`src/rtl/uart_pkg.sv`:
```
// -----------------------------------------------------------------------------
// uart_pkg
//   Shared definitions for the UART TX/RX blocks and the TX arbiter.
//   - uart_arb_state_t : arbiter FSM state encoding
//   - UART_HDR_BASE    : base value of the per-packet header byte (OR'd with
//                        the owner index)
//   - IDLE_CNT_W       : width of the arbiter's stalled-owner counter
// -----------------------------------------------------------------------------
package uart_pkg;

    typedef enum logic [2:0] {
        ST_IDLE      = 3'd0,
        ST_ARB       = 3'd1,
        ST_HDR       = 3'd2,
        ST_SEND      = 3'd3,
        ST_WAIT_DONE = 3'd4
    } uart_arb_state_t;

    localparam logic [7:0]  UART_HDR_BASE = 8'hA0;
    localparam int unsigned IDLE_CNT_W    = 16;

    // Header byte announcing which requester owns the following packet.
    function automatic logic [7:0] uart_hdr_byte(input logic [3:0] idx);
        return UART_HDR_BASE | {4'h0, idx};
    endfunction

endpackage

```
`src/rtl/rr_arbiter.sv`:
```
// -----------------------------------------------------------------------------
// rr_arbiter
//   Combinational round-robin priority search. Returns a one-hot grant for the
//   first asserted request found searching upward from 'pointer', wrapping
//   from N-1 back to 0. All-zero when no request is asserted.
//
//   Parameters : N       - number of requesters (>= 2)
//   Ports      : req     [N-1:0]         request vector
//                pointer [$clog2(N)-1:0] highest-priority index (< N)
//                gnt     [N-1:0]         one-hot grant
// -----------------------------------------------------------------------------
module rr_arbiter #(
    parameter int unsigned N = 4
) (
    input  logic [N-1:0]         req,
    input  logic [$clog2(N)-1:0] pointer,
    output logic [N-1:0]         gnt
);

    logic [2*N-1:0] req_rot;
    logic [N-1:0]   gnt_rot;
    logic [2*N-1:0] gnt_dbl;
    logic           found;

    // Rotate so the pointer position sits at bit 0, take the lowest set bit,
    // then rotate the one-hot result back into requester order.
    always_comb begin
        req_rot = {req, req} >> pointer;
        gnt_rot = '0;
        found   = 1'b0;
        for (int unsigned i = 0; i < N; i++) begin
            if (!found && req_rot[i]) begin
                gnt_rot[i] = 1'b1;
                found      = 1'b1;
            end
        end
        gnt_dbl = {{N{1'b0}}, gnt_rot} << pointer;
        gnt     = gnt_dbl[N-1:0] | gnt_dbl[2*N-1:N];
    end

endmodule

```
`src/rtl/uart_tx_arbiter.sv`:
```
// -----------------------------------------------------------------------------
// uart_tx_arbiter
//   Packet-level round-robin arbiter feeding one UART transmitter. A granted
//   requester owns the transmitter until its last byte completes or it stalls
//   for IDLE_TIMEOUT cycles. One byte is in flight at a time: each byte is
//   strobed with o_TX_DV and the next is not taken until i_TX_Done.
//
//   Parameters : NUM_REQ      - number of requesters (2..16)
//                IDLE_TIMEOUT - stalled-owner cycles before release (0 = never)
//   Ports      : i_clk        clock, rising edge
//                i_rst_n      synchronous active-low reset
//                i_req_valid  [NUM_REQ]    requester k has a byte
//                i_req_data   [8*NUM_REQ]  byte of requester k at [8k+7:8k]
//                i_req_last   [NUM_REQ]    byte ends requester k's packet
//                o_req_ready  [NUM_REQ]    byte accept (owner bit, SEND only)
//                o_TX_Byte    [8]          byte to transmitter (held)
//                o_TX_DV                   one-cycle strobe for o_TX_Byte
//                i_TX_Done                 transmitter completion pulse
//                o_grant      [NUM_REQ]    one-hot packet owner
//                o_busy                    high outside IDLE
//   Build option: define UART_ARB_HDR_EN to prefix each packet with header
//                 byte 8'hA0 | owner index.
// -----------------------------------------------------------------------------
module uart_tx_arbiter
    import uart_pkg::*;
#(
    parameter int unsigned NUM_REQ      = 4,
    parameter int unsigned IDLE_TIMEOUT = 1024
) (
    input  logic                 i_clk,
    input  logic                 i_rst_n,
    input  logic [NUM_REQ-1:0]   i_req_valid,
    input  logic [8*NUM_REQ-1:0] i_req_data,
    input  logic [NUM_REQ-1:0]   i_req_last,
    output logic [NUM_REQ-1:0]   o_req_ready,
    output logic [7:0]           o_TX_Byte,
    output logic                 o_TX_DV,
    input  logic                 i_TX_Done,
    output logic [NUM_REQ-1:0]   o_grant,
    output logic                 o_busy
);

    localparam int unsigned PW = $clog2(NUM_REQ);

    uart_arb_state_t       state;
    logic [PW-1:0]         rr_ptr;
    logic [PW-1:0]         owner;
    logic [IDLE_CNT_W-1:0] idle_cnt;
    logic                  byte_last;
    logic                  hdr_inflight;

    logic [NUM_REQ-1:0]    arb_gnt;
    logic [PW-1:0]         arb_idx;
    logic                  owner_valid;
    logic                  owner_last;
    logic [7:0]            owner_data;
    logic                  accept;
    logic [PW-1:0]         next_ptr;
    logic [IDLE_CNT_W-1:0] idle_inc;
    logic                  timeout_hit;

    rr_arbiter #(.N(NUM_REQ)) u_rr (
        .req     (i_req_valid),
        .pointer (rr_ptr),
        .gnt     (arb_gnt)
    );

    always_comb begin
        arb_idx = '0;
        for (int unsigned i = 0; i < NUM_REQ; i++) begin
            if (arb_gnt[i]) arb_idx = PW'(i);
        end
    end

    always_comb begin
        owner_valid = 1'b0;
        owner_last  = 1'b0;
        owner_data  = '0;
        for (int unsigned i = 0; i < NUM_REQ; i++) begin
            if (owner == PW'(i)) begin
                owner_valid = i_req_valid[i];
                owner_last  = i_req_last[i];
                owner_data  = i_req_data[i*8 +: 8];
            end
        end
    end

    assign o_req_ready = (state == ST_SEND) ? o_grant : '0;
    assign accept      = (state == ST_SEND) && owner_valid;
    assign o_busy      = (state != ST_IDLE);
    assign next_ptr    = (owner == PW'(NUM_REQ - 1)) ? '0 : owner + 1'b1;
    assign idle_inc    = idle_cnt + 1'b1;
    assign timeout_hit = (IDLE_TIMEOUT != 0) && (32'(idle_inc) == IDLE_TIMEOUT);

    always_ff @(posedge i_clk) begin
        if (!i_rst_n) begin
            state        <= ST_IDLE;
            rr_ptr       <= '0;
            owner        <= '0;
            o_grant      <= '0;
            o_TX_Byte    <= '0;
            o_TX_DV      <= 1'b0;
            idle_cnt     <= '0;
            byte_last    <= 1'b0;
            hdr_inflight <= 1'b0;
        end else begin
            o_TX_DV <= 1'b0;
            case (state)
                ST_IDLE: begin
                    if (|i_req_valid) state <= ST_ARB;
                end

                ST_ARB: begin
                    if (|arb_gnt) begin
                        o_grant  <= arb_gnt;
                        owner    <= arb_idx;
                        idle_cnt <= '0;
`ifdef UART_ARB_HDR_EN
                        state    <= ST_HDR;
`else
                        state    <= ST_SEND;
`endif
                    end else begin
                        o_grant <= '0;
                        state   <= ST_IDLE;
                    end
                end

                ST_HDR: begin
`ifdef UART_ARB_HDR_EN
                    o_TX_Byte    <= uart_hdr_byte(4'(owner));
                    o_TX_DV      <= 1'b1;
                    hdr_inflight <= 1'b1;
                    state        <= ST_WAIT_DONE;
`else
                    state        <= ST_IDLE;
`endif
                end

                ST_SEND: begin
                    if (accept) begin
                        o_TX_Byte    <= owner_data;
                        o_TX_DV      <= 1'b1;
                        byte_last    <= owner_last;
                        hdr_inflight <= 1'b0;
                        idle_cnt     <= '0;
                        state        <= ST_WAIT_DONE;
                    end else if (timeout_hit) begin
                        // Stalled owner is treated exactly like a finished packet.
                        rr_ptr   <= next_ptr;
                        o_grant  <= '0;
                        idle_cnt <= '0;
                        state    <= ST_ARB;
                    end else if (idle_cnt != '1) begin
                        idle_cnt <= idle_inc;
                    end
                end

                ST_WAIT_DONE: begin
                    if (i_TX_Done) begin
                        if (hdr_inflight) begin
                            hdr_inflight <= 1'b0;
                            idle_cnt     <= '0;
                            state        <= ST_SEND;
                        end else if (byte_last) begin
                            rr_ptr  <= next_ptr;
                            o_grant <= '0;
                            state   <= ST_ARB;
                        end else begin
                            idle_cnt <= '0;
                            state    <= ST_SEND;
                        end
                    end
                end

                default: state <= ST_IDLE;
            endcase
        end
    end

endmodule

```
`config.mk`:
```
export PLATFORM = sky130hd
export DESIGN_NAME = uart_tx_arbiter
export DESIGN_NICKNAME = d
export VERILOG_FILES = /design/src/rtl/uart_pkg.sv /design/src/rtl/rr_arbiter.sv /design/src/rtl/uart_tx_arbiter.sv
export SDC_FILE = /design/constraint.sdc
export NUM_CORES = 1
export LEC_CHECK = 0
export CORE_AREA = 2 2 77 79
export CTS_BUF_LIST = sky130_fd_sc_hd__clkbuf_2
export DETAILED_ROUTE_END_ITERATION = 6
export DIE_AREA = 0 0 79 81
export PLACE_DENSITY = 0.77
export SLEW_MARGIN = 5
export SYNTH_ARGS = -nofsm -noshare
export SYNTH_HDL_FRONTEND = slang
export SYNTH_HIERARCHICAL = 1
export SYNTH_SLANG_ARGS = --single-unit
```
`constraint.sdc`:
```
create_clock -name i_clk -period 2.25 [get_ports i_clk]
set_clock_uncertainty 0.1 [all_clocks]
set_input_delay 0.45 -clock i_clk [delete_from_list [all_inputs] [get_ports i_clk]]
set_output_delay 0.45 -clock i_clk [all_outputs]
set_load 0.005 [all_outputs]
```
==> summary.md, run 1 <==
| Metric | Value |
|---|---|
| Slew Limit Headroom | `67.4%` |
| Average cell area after synthesis | `roughly 7.3 um2` |
| Commonest non-fill, non-tap cells in the layout | `80 x sky130_fd_sc_hd__buf_4, 51 x sky130_fd_sc_hd__clkdlybuf4s50_1, 43 x sky130_fd_sc_hd__nand2_1` |
| Setup repair after global routing missed its margin | `yes` |
| Fraction of power spent switching nets | `32.1%` |
| Post-synthesis instance area | `~0.0025 mm2` |
| Fmax | `around 420 MHz` |
| Outcome | `complete, but fails checks` |
| Final instance area | `between 0.004 and 0.005 mm2` |
| Worst setup margin | `-140 ps` |
| Layout net count | `about 530` |
| Total GRT Usage | `25.4%` |
| Final Setup Violations | `15` |
| Crit share post-route | `106%` |
| Maximum number of pins on one net before global-route repair | `21` |
| Floorplan die width | `around 79 um` |
| Row cnt | `28` |
| Max-cap violations | `0` |
| Slowest stage cell on the critical path | `sky130_fd_sc_hd__or4_1` |
| Critical path's most frequent cell | `sky130_fd_sc_hd__or4_1` |
| Minimum hold slack | `408 ps` |
| Global-route wire length before repair | `roughly 13,000 um` |
| Post-synthesis cell count | `343` |
| Max-slew violation count | `0` |
| Port Buf Inserts | `60` |
| Area after DPL | `between 0.003 and 0.004 mm2` |
| Combinational share of power | `between 30% and 40%` |
| Transition time at the pin with the least slew margin | `between 400 and 500 ps` |
| Crit Path Class | `flop to flop` |
| GRT overflow | `0` |
| Antenna cell count | `0` |
| Number of top-level design ports | `61` |
| Clk Latency, worst-skew pair | `roughly 410 ps` |
| Number of global-route vias before repair | `between 2,000 and 3,000` |
| Maximum level of the CTS H-tree | `2` |
| Number of DRC markers in iteration 0 | `between 200 and 250` |
| Clock-pin slew of the registers on the worst-case setup and hold paths | `roughly 210 ps` |
| Number of flops mapped to enable cells by yosys | `0` |
| Cell-by-cell listing of the critical path | `ha_4 -> nand3_4 -> or4_1 -> o21ai_1 -> a31oi_2 -> or4_1 -> a21o_1 -> mux2i_1` |
| Total clock buffers created by CTS | `5` |
| Filler cells | `between 400 and 500` |
| Via count | `~3,000` |
| Total power | `around 1.5 mW` |
| Count of synthesis-stage warnings from yosys | `6` |
| Core region area | `around 0.0057 mm2` |
| Antenna violations before repair | `0` |
| Proportion of layout cells with a drive suffix above 1 | `34.4%` |
| Total half-perimeter wirelength after legalization and detailed placement | `a little under 6000 um` |
| Total instance count after detailed placement | `roughly 520` |
| Endpoint type of the worst setup path | `flop` |
| Total Wirelength | `about 8600 um` |
| Library cells used by synthesis | `51` |
| Maximum clock path buffer count | `2` |
| Root Driver | `sky130_fd_sc_hd__clkbuf_2` |
| WL/cell | `about 16 um` |
| Starting density of the core | `approximately 44%` |
| Stage delay of the slowest cell on the critical path | `approximately 500 ps` |
| Max FO, Critical Path | `3` |
| Sequential fraction of the synthesis area | `between 20% and 30%` |
| Post-route insts no fill | `552` |
| Type of the most critical hold path | `flop to flop` |
| Weighted congestion reported at the end of routability-driven placement | `0.889` |
| Number of iterations in the first detailed-routing pass | `6` |
| Register area | `around 790 um2` |
| Net Switching | `0.476 mW` |
| TritonCTS Sinks | `37` |
| Most common cell after layout, fill and taps aside | `sky130_fd_sc_hd__buf_4` |
| Internal power component | `~1.0 mW` |
| Top delay family on crit path | `simple AND/OR/NAND/NOR gates` |
| Top flip-flop cell by instance count after synthesis | `sky130_fd_sc_hd__dfxtp_1` |
| Total DRC errors in the routed layout | `0` |
| Fin. Hold Viols | `0` |
| Clock tree from TritonCTS | `built` |
| Violated checks | `setup timing` |
| Synthesized net count | `around 400` |
| Data arrival, critical path | `~2600 ps` |
| Power share of the clock group | `slightly above 20%` |
| Vias per Instance | `roughly 5.6` |
| Buffers plus inverters on the worst setup path | `0` |
| Async SR Flop Fraction | `0%` |
| Power density over the cells | `around 350 mW/mm2` |
| Multi-input gate area in the final layout | `between 0.0015 and 0.002 mm2` |
| Sequential Power Share | `between 40% and 50%` |
| Synthesis-stage register bit count | `37` |
| Peak ir drop on the vdd network | `approximately 0.00020 V` |
| Area growth syn-to-layout | `67.3%` |
| Total die area | `0.00640 mm2` |
| Kind of start point of the critical path | `flop` |
| Leakage | `around 1.7 nW` |
| Count of antenna-violating nets left after detailed routing | `0` |
| Vertical die dimension | `just over 80 um` |
| Minimum clock period after layout | `between 2000 and 2500 ps` |
| Required time of the critical path | `between 2000 and 3000 ps` |
==> path summary, 6_finish.rpt <==
check	cells after the start	end	start	slack, ps
worst max-delay path	8	rr_ptr[0]	idle_cnt[0]	-140
worst min-delay path	2	idle_cnt[15]	idle_cnt[15]	410
worst max register to register	8	rr_ptr[0]	idle_cnt[0]	-140
worst min register to register	2	idle_cnt[15]	idle_cnt[15]	410
==> repair_timing <==
| action | 4_1_cts | 5_1_grt |
|---|---|---|
| setup endpoints to repair | 26 | 34 |
| gates resized for setup | 53 | 49 |
| hold buffers | 0 | 0 |
| setup buffers | 11 | 9 |
| endpoints found under the hold margin | 0 | 0 |
| pin swaps | 25 | 25 |
| cloned | 0 | 1 |
==> kinds of logic after synthesis <==
kind of cell,share of synthesized area (%)
AOI/OAI and AO/OA,25.4
xor gates and xnor gates,2.10
adders and majority gates,3.00
buffers and inverters,7.10
DFF,29.6
muxes,0.800
and+or+nand+nor,32.0
==> sequential cells by signal, indices dropped and copies added, names as in the netlist <==
register,cells
owner,2
rr_ptr,2
idle_cnt,16
o_TX_DV,1
o_grant,4
o_TX_Byte,8
byte_last,1
state,3
==> cells in the mapped netlist, types with 2 or more instances <==
| cell type | number | area (um2) |
|---|---|---|
| sky130_fd_sc_hd__nor2_1 | 39 | 146 |
| sky130_fd_sc_hd__nand3_1 | 12 | 60.1 |
| sky130_fd_sc_hd__nor4_1 | 4 | 25.0 |
| sky130_fd_sc_hd__buf_6 | 2 | 22.5 |
| sky130_fd_sc_hd__buf_2 | 6 | 30.0 |
| sky130_fd_sc_hd__nand3b_1 | 2 | 15.0 |
| sky130_fd_sc_hd__a211oi_1 | 3 | 22.5 |
| sky130_fd_sc_hd__a41oi_1 | 2 | 17.5 |
| sky130_fd_sc_hd__a21oi_1 | 18 | 90.1 |
| sky130_fd_sc_hd__xnor2_1 | 5 | 43.8 |
| sky130_fd_sc_hd__a21boi_1 | 2 | 15.0 |
| sky130_fd_sc_hd__nor3_1 | 8 | 40.0 |
| sky130_fd_sc_hd__a22o_1 | 4 | 35.0 |
| sky130_fd_sc_hd__o22ai_1 | 4 | 25.0 |
| sky130_fd_sc_hd__or4_1 | 5 | 37.5 |
| sky130_fd_sc_hd__a22oi_1 | 9 | 67.6 |
| sky130_fd_sc_hd__and3_1 | 6 | 37.5 |
| sky130_fd_sc_hd__o21a_1 | 2 | 15.0 |
| sky130_fd_sc_hd__o31a_1 | 2 | 17.5 |
| sky130_fd_sc_hd__buf_4 | 4 | 30.0 |
| sky130_fd_sc_hd__o41ai_1 | 2 | 17.5 |
| sky130_fd_sc_hd__nand2_1 | 46 | 173 |
| sky130_fd_sc_hd__inv_1 | 12 | 45.0 |
| sky130_fd_sc_hd__ha_1 | 6 | 75.1 |
| sky130_fd_sc_hd__a221o_1 | 2 | 20.0 |
| sky130_fd_sc_hd__or3_1 | 4 | 25.0 |
| sky130_fd_sc_hd__clkbuf_1 | 12 | 45.0 |
| sky130_fd_sc_hd__mux2i_1 | 2 | 20.0 |
| sky130_fd_sc_hd__a31oi_1 | 12 | 75.1 |
| sky130_fd_sc_hd__o21ai_0 | 25 | 125 |
| sky130_fd_sc_hd__nand4_1 | 8 | 50.1 |
| sky130_fd_sc_hd__nand2b_1 | 5 | 31.3 |
| sky130_fd_sc_hd__dfxtp_1 | 37 | 741 |
| sky130_fd_sc_hd__nor2b_1 | 6 | 37.5 |
| sky130_fd_sc_hd__o211ai_1 | 9 | 67.6 |
==> per-stage QoR <==
step	setup TNS [ps]	setup WS (ps)	utilization, %
after global placement	-13800	-607	64.2
after CTS	-1180	-134	69.1
after floorplan	-0.522	-0.357	-
after global routing	-3060	-208	73.7
final	-909	-140	73.7
after detailed placement	-15300	-690	64.2
==> worst min-delay path: stages (launching register included) <==
cell and delay, ps:
sky130_fd_sc_hd__dfxtp_1 380, sky130_fd_sc_hd__nand2_1 60, sky130_fd_sc_hd__o21ai_1 50
==> per-layer routing <==
metal,part of all wire (%),track usage [%]
met3,7.2,4.78
met4,2.6,8.10
met2,50,47.5
met1,40,29.3
met5,0,0
==> power by group through the flow <==
stage,clock network (mW),logic (mW),registers [mW]
6_report,0.307,0.497,0.680
5_1_grt,0.343,0.547,0.683
3_5_place_dp,0,0.436,0.707
3_3_place_gp,0,0.430,0.706
2_1_floorplan,0,0.226,0.705
4_1_cts,0.321,0.470,0.685
==> area by class of cell <==
| class | count | area share (%) |
|---|---|---|
| clock buffers | 6 | 0.718 |
| inverters | 12 | 1.08 |
| clock inverters | 2 | 0.239 |
| well taps | 75 | 2.24 |
| multi-input cells | 269 | 45.1 |
| repair buffers | 151 | 31.7 |
| flip-flops and latches | 37 | 18.9 |
No activity file was read; power rests on OpenSTA's default activity.
==> inputs of run 2 (changes only) <==
--- a/config.mk
+++ b/config.mk
@@ -9,6 +9,7 @@
 export CTS_BUF_LIST = sky130_fd_sc_hd__clkbuf_2
 export DETAILED_ROUTE_END_ITERATION = 6
 export DIE_AREA = 0 0 79 81
+export GPL_TIMING_DRIVEN = 0
 export PLACE_DENSITY = 0.77
 export SLEW_MARGIN = 5
 export SYNTH_ARGS = -nofsm -noshare
==> run 2 against run 1 <==
Net effect: the flow still finishes with violations (setup timing); die area did not move; via count fell by 6.6%; power rose by 0.52%; final cell count fell by 6.9%; design area fell by 7.1%; core utilization fell by 5.2 points; sequential cell count did not move; sequential share of layout area rose by 1.2 points; clock power rose by 2%; first-iteration DRC count fell by 42%; global-route usage fell by 1.3 points; critical path type unchanged; largest cell class unchanged.
==> summary.md, run 2 (synthesis gave the netlist of run 1 again) <==
| Metric | Value |
|---|---|
| Outcome | `complete, but fails checks` |
| Violated checks | `setup timing` |
| Most common cell after layout, fill and taps aside | `sky130_fd_sc_hd__clkdlybuf4s50_1` |
| Fmax | `419 MHz` |
| Total power | `~1.5 mW` |
| Weighted congestion reported at the end of routability-driven placement | `0.867` |
| Commonest non-fill, non-tap cells in the layout | `53 x sky130_fd_sc_hd__clkdlybuf4s50_1, 43 x sky130_fd_sc_hd__nand2_1, 36 x sky130_fd_sc_hd__nor2_1` |
| Antenna cell count | `0` |
| Max-slew violation count | `0` |
| Worst Setup EP | `rr_ptr[1]` |
| Row cnt | `28` |
| Busiest layer in global routing | `met2` |
| Minimum clock period after layout | `2390 ps` |
| WL/cell | `roughly 16 um` |
| GR met2 Demand/Resource | `about two fifths` |
| Fin. Hold Viols | `0` |
| Total Wirelength | `8000 um` |
| Critical register-to-register path endpoint | `rr_ptr[1]` |
| Max FFs per register | `16` |
| Total half-perimeter wirelength after legalization and detailed placement | `approximately 5300 um` |
| Worst flop-to-flop path startpoint | `idle_cnt[3]` |
| Most flop-heavy register | `idle_cnt` |
| Maximum level of the CTS H-tree | `2` |
| Power density over the cells | `approximately 380 mW/mm2` |
| Crit Path Class | `flop to flop` |
| Kind of start point of the critical path | `flop` |
| Number of iterations in the first detailed-routing pass | `4` |
| Net Switching | `a little under 0.5 mW` |
| Count of antenna-violating nets left after detailed routing | `0` |
| Max-cap violations | `0` |
| Setup repair after global routing missed its margin | `yes` |
| Sequential Power Share | `~46%` |
| Transition time at the pin with the least slew margin | `711 ps` |
| Clock tree from TritonCTS | `built` |
| Crit share post-route | `106%` |
| Post-route insts no fill | `~510` |
| Max FO, Critical Path | `10` |
| GR Layer Usage met1 | `just under 30%` |
| Final Setup Violations | `23` |
| Leakage | `approximately 1.5 nW` |
| Cell-by-cell listing of the critical path | `buf_6 -> nand4_4 -> nor4_4 -> xnor2_1 -> nand2_1 -> or4_1 -> a21o_1 -> mux2i_1` |
| Vertical die dimension | `between 80 and 90 um` |
| Total DRC errors in the routed layout | `0` |
| Total clock buffers created by CTS | `5` |
| Type of the most critical hold path | `input port to flop` |
| Root Driver | `sky130_fd_sc_hd__clkbuf_2` |
| Total die area | `roughly 0.0064 mm2` |
| GRT overflow | `0` |
| Worst slack at placement | `-912 ps` |
| Layout net count | `around 500` |
| Top flop regs | `idle_cnt (16), o_TX_Byte (8), o_grant (4)` |
| Minimum hold slack | `~360 ps` |
| Final instance area | `0.00389 mm2` |
| Number of top-level design ports | `approximately 60` |
| Starting density of the core | `about 44%` |
| Required time of the critical path | `roughly 2500 ps` |
| Proportion of layout cells with a drive suffix above 1 | `between 20% and 30%` |
| Final total negative setup slack | `-1860 ps` |
| Final core utilization | `68.5%` |
| Via count | `2,886` |
| Port Buf Inserts | `just under 60` |
| Total GRT Usage | `between 20 and 25%` |
| Number of DRC markers in iteration 0 | `between 100 and 150` |
| Maximum clock path buffer count | `2` |
| Number of global-route vias before repair | `2,722` |
| Count of cell instances traversed by the critical path | `8` |
| Internal power component | `slightly above 1 mW` |
| Slew Limit Headroom | `~53%` |
| Data arrival, critical path | `about 2600 ps` |
| R2R setup slack | `-140 ps` |
| Slowest stage cell on the critical path | `sky130_fd_sc_hd__or4_1` |
| Maximum number of pins on one net before global-route repair | `12` |
| Critical Path Source | `idle_cnt[3]` |
| Endpoint type of the worst setup path | `flop` |
| Combinational share of power | `about a third` |
| Area growth syn-to-layout | `55.4%` |
| Hold bufs inserted after CTS | `0` |
| Stage delay of the slowest cell on the critical path | `roughly 520 ps` |
| Hold Path Stages | `3` |
| Power share of the clock group | `roughly a fifth` |
| Logic depth of the worst register-to-register path | `8` |
| Buffers plus inverters on the worst setup path | `1` |
| Core region area | `between 0.005 and 0.006 mm2` |
| Worst setup margin | `-138 ps` |
| Floorplan die width | `79 um` |
| TritonCTS Sinks | `37` |
| Met3 global-route usage | `5.11%` |
| Vias per Instance | `around 5.6` |
| Filler cells | `approximately 470` |
| Fraction of power spent switching nets | `32.6%` |
| Total instance count after detailed placement | `roughly 480` |
| Global-route wire length before repair | `around 12,000 um` |
| Area after DPL | `about 0.0032 mm2` |
| Antenna violations before repair | `0` |
| Clock-pin slew of the registers on the worst-case setup and hold paths | `~210 ps` |
| Clk Latency, worst-skew pair | `410 ps` |
| Peak ir drop on the vdd network | `~0.00022 V` |
| Top delay family on crit path | `simple AND/OR/NAND/NOR gates` |
run 2: cell types whose count changed in the layout (fill, tap and decap cells not counted), sizes merged:
cell	delta
buf	-48
clkbuf	+11
clkdlybuf4s15	+1
clkdlybuf4s50	+2
dlygate4sd2	-4
run 2: routing by layer:
layer  routed length, um  up-vias
met5                   0        -
li1                    -     1434
met4                 153        0
met2                3850      105
met1                3390     1333
met3                 605       14
run 2: repair_timing:
| action | 4_1_cts | 5_1_grt |
|---|---|---|
| gates resized for setup | 76 | 38 |
| cloned | 2 | 0 |
| buffers inserted | 23 | 7 |
| endpoints found under the setup margin | 37 | 37 |
| pin swaps | 26 | 23 |
run 2: worst min-delay path by stage:
stage,slack [ps],to,from
after floorplan,330,rr_ptr[1],rr_ptr[1]
after global placement,360,rr_ptr[1],rr_ptr[1]
after detailed placement,370,rr_ptr[1],rr_ptr[1]
after CTS,360,idle_cnt[4],i_rst_n
after global routing,380,idle_cnt[4],i_rst_n
final,360,idle_cnt[4],i_rst_n
run 2: layout make-up:
cell class                 count  area (um2)  area share [%]
multi-input combinational    269        1880            48.5
tap                           75        93.8            2.41
sequential                    37         781            20.1
inverter                      12        47.5            1.22
buffer                        23         184            4.73
clock buffer                   6        30.0           0.772
timing repair buffer          90         857            22.0
clock inverter                 2        10.0           0.257
run 2: power by group through the flow:
stage	logic (mW)	clock network [mW]	registers (mW)
finish	0.488	0.314	0.690
global route	0.531	0.341	0.693
CTS	0.447	0.317	0.691
detailed placement	0.384	0	0.708
global placement	0.380	0	0.708
floorplan	0.226	0	0.705
run 2: tightest hold or removal path, delay by kind of cell:
| kind | cells | cell delay [ps] |
|---|---|---|
| AOI/OAI and AO/OA | 1 | 60 |
| buffers and inverters | 1 | 190 |
| and+or+nand+nor | 1 | 150 |
==> inputs of run 3 (changes only) <==
--- a/config.mk
+++ b/config.mk
@@ -5,12 +5,13 @@
 export SDC_FILE = /design/constraint.sdc
 export NUM_CORES = 1
 export LEC_CHECK = 0
-export CORE_AREA = 2 2 77 79
+export CORE_AREA = 2 2 66 93
 export CTS_BUF_LIST = sky130_fd_sc_hd__clkbuf_2
+export CTS_CLUSTER_SIZE = 28
 export DETAILED_ROUTE_END_ITERATION = 6
-export DIE_AREA = 0 0 79 81
+export DIE_AREA = 0 0 68 95
 export GPL_TIMING_DRIVEN = 0
-export PLACE_DENSITY = 0.77
+export PLACE_DENSITY = 0.76
 export SLEW_MARGIN = 5
 export SYNTH_ARGS = -nofsm -noshare
 export SYNTH_HDL_FRONTEND = slang
==> run 3 against run 2 <==
Net effect: the flow still finishes with violations (setup timing); die area up 0.95%; core utilization up 0.32 points; sequential cell count unchanged; clock-buffer cell count unchanged; largest cell class unchanged; sequential share of layout area down 0.14 points.
==> summary.md, run 3 (synthesis gave the netlist of run 1 again) <==
| Metric | Value |
|---|---|
| Starting density of the core | `~44%` |
| Endpoint of the worst hold path | `idle_cnt[4]` |
| Outcome | `complete, but fails checks` |
| Crit Path Class | `flop to flop` |
| Hold bufs inserted after CTS | `0` |
| Type of the most critical hold path | `input port to flop` |
| Root Driver | `sky130_fd_sc_hd__clkbuf_2` |
| Count of antenna-violating nets left after detailed routing | `0` |
| Post-route insts no fill | `509` |
| Total half-perimeter wirelength after legalization and detailed placement | `about 5300 um` |
| Critical register-to-register path endpoint | `rr_ptr[1]` |
| Kind of start point of the critical path | `flop` |
| GRT overflow | `0` |
| Core region area | `roughly 0.0057 mm2` |
| Multi-input gate area in the final layout | `approximately 0.0019 mm2` |
| Top flop regs | `idle_cnt (16), o_TX_Byte (8), o_grant (4)` |
| Layout net count | `around 490` |
| Setup repair after global routing missed its margin | `yes` |
| Maximum number of pins on one net before global-route repair | `12` |
| Filler cells | `460` |
| Maximum clock path buffer count | `2` |
| Power density over the cells | `roughly 390 mW/mm2` |
| Number of DRC markers in iteration 0 | `178` |
| WL/cell | `16.4 um` |
| Total clock buffers created by CTS | `5` |
| Transition time at the pin with the least slew margin | `around 620 ps` |
| Clock tree from TritonCTS | `built` |
| Max FO, Critical Path | `10` |
| Data arrival, critical path | `~2700 ps` |
| Worst setup margin | `-223 ps` |
| Slew Limit Headroom | `about three fifths` |
| Weighted congestion reported at the end of routability-driven placement | `0.907` |
| Most common cell after layout, fill and taps aside | `sky130_fd_sc_hd__clkdlybuf4s50_1` |
| Total die area | `0.00646 mm2` |
| Total power | `around 1.5 mW` |
| Required time of the critical path | `between 2000 and 2500 ps` |
| Endpoint type of the worst setup path | `flop` |
| Max FFs per register | `16` |
| Commonest non-fill, non-tap cells in the layout | `52 x sky130_fd_sc_hd__clkdlybuf4s50_1, 38 x sky130_fd_sc_hd__nand2_1, 36 x sky130_fd_sc_hd__nor2_1` |
| Hold_sp | `i_rst_n` |
| Max-cap violations | `0` |
| Number of top-level design ports | `between 60 and 70` |
| Fin. Hold Viols | `0` |
| Clock-pin slew of the registers on the worst-case setup and hold paths | `approximately 210 ps` |
| Register area | `782 um2` |
| Antenna cell count | `0` |
| TritonCTS Sinks | `37` |
| Peak ir drop on the vdd network | `0.000369 V` |
| Logic depth of the worst register-to-register path | `9` |
| Number of global-route vias before repair | `approximately 2,600` |
| Proportion of layout cells with a drive suffix above 1 | `28.0%` |
| Hold Path Stages | `3` |
| Vertical die dimension | `~95 um` |
| Crit share post-route | `110%` |
| Floorplan die width | `between 60 and 70 um` |
| Antenna violations before repair | `0` |
| Number of iterations in the first detailed-routing pass | `4` |
| Total Wirelength | `roughly 8300 um` |
| Fmax | `between 400 and 500 MHz` |
| Total GRT Usage | `23.9%` |
| Via count | `2,925` |
| Total instance count after detailed placement | `between 400 and 500` |
| Area growth syn-to-layout | `56.8%` |
| Global-route wire length before repair | `between 10,000 and 15,000 um` |
| Violated checks | `setup timing` |
| Final Setup Violations | `22` |
| Port Buf Inserts | `just under 60` |
| Most flop-heavy register | `idle_cnt` |
| Vias per Instance | `~5.7` |
| Leakage | `approximately 1.5 nW` |
| Max-slew violation count | `0` |
| Maximum level of the CTS H-tree | `2` |
| Row cnt | `33` |
| Clk Latency, worst-skew pair | `roughly 410 ps` |
| Minimum clock period after layout | `2470 ps` |
| Worst flop-to-flop path startpoint | `idle_cnt[3]` |
| R2R setup slack | `-220 ps` |
| Total DRC errors in the routed layout | `0` |
-- run 3: cell types whose count changed in the layout (fill, tap and decap cells not counted), sizes merged --
cell / previous run / this run
dlymetal6s2s: 1 / 2
clkdlybuf4s50: 53 / 52
clkbuf: 17 / 19
clkdlybuf4s15: 2 / 1
buf: 43 / 41
dlygate4sd2: 3 / 4
-- run 3: area by class of cell --
type                            instances  area share [%]
Buffer                                 22            4.15
Clock buffer                            6           0.766
Clock inverter                          2           0.255
Inverter                               12            1.28
Multi-Input combinational cell        269            49.3
Sequential cell                        37            19.9
Tap cell                               70            2.23
Timing Repair Buffer                   91            22.1
-- run 3: power breakdown --
| part | switching [mW] | internal [mW] | total, mW | leakage (nW) |
|---|---|---|---|---|
| Combinational | 0.242 | 0.263 | 0.505 | 1.21 |
| Clock | 0.240 | 0.0781 | 0.319 | 0.0327 |
| Sequential | 0.0155 | 0.671 | 0.687 | 0.310 |
-- run 3: metal layers --
layer  vias to the layer above  wire [um]  share of wire [%]  GRT usage, %
met3                        26        444                5.3          4.65
li1                       1430          -                  -             -
met2                        96       4600                 55          43.9
met1                      1373       3050                 37          25.1
met5                         -          0                  0             0
met4                         0        255                3.1          11.0
-- run 3: what timing repair did --
| action | 4_1_cts | 5_1_grt |
|---|---|---|
| buffers inserted | 19 | 11 |
| setup endpoints to repair | 38 | 35 |
| resized for setup | 73 | 51 |
| pin swaps | 23 | 32 |
| gates cloned | 2 | 0 |
-- run 3: stage by stage --
| stage | setup slack [ps] | hold WS, ps | setup TNS (ps) | utilization [%] | cell area, um2 |
|---|---|---|---|---|---|
| 3_5_place_dp | -910 | 374 | -19090 | 56.7 | 3230 |
| 3_3_place_gp | -859 | 361 | -18170 | 56.7 | 3230 |
| 4_1_cts | -148 | 401 | -1410 | 64.3 | 3660 |
| 6_report | -223 | 415 | -2800 | 68.8 | 3920 |
| 5_1_grt | -310 | 407 | -4640 | 68.8 | 3920 |
| 2_1_floorplan | -0.357 | 335 | -0.522 | - | 2550 |
-- run 3: worst max-delay path by stage --
stage | start | to | slack (ps)
after CTS | idle_cnt[0] | idle_cnt[7] | -150
after floorplan | owner[0] | idle_cnt[7] | -0.4
final | idle_cnt[3] | rr_ptr[1] | -220
after global routing | rr_ptr[0] | idle_cnt[13] | -310
after global placement | i_req_valid[0] | idle_cnt[13] | -860
after detailed placement | i_req_valid[0] | idle_cnt[13] | -910
-- run 3: critical path, cell delays in order (launching register included) --
cell and delay (ps):
sky130_fd_sc_hd__dfxtp_2 380, sky130_fd_sc_hd__buf_6 140, sky130_fd_sc_hd__nand4_4 170, sky130_fd_sc_hd__nor4_4 320
sky130_fd_sc_hd__xnor2_1 190, sky130_fd_sc_hd__nand4_1 180, sky130_fd_sc_hd__buf_4 180, sky130_fd_sc_hd__or4_1 390
sky130_fd_sc_hd__a21o_1 210, sky130_fd_sc_hd__mux2i_1 120
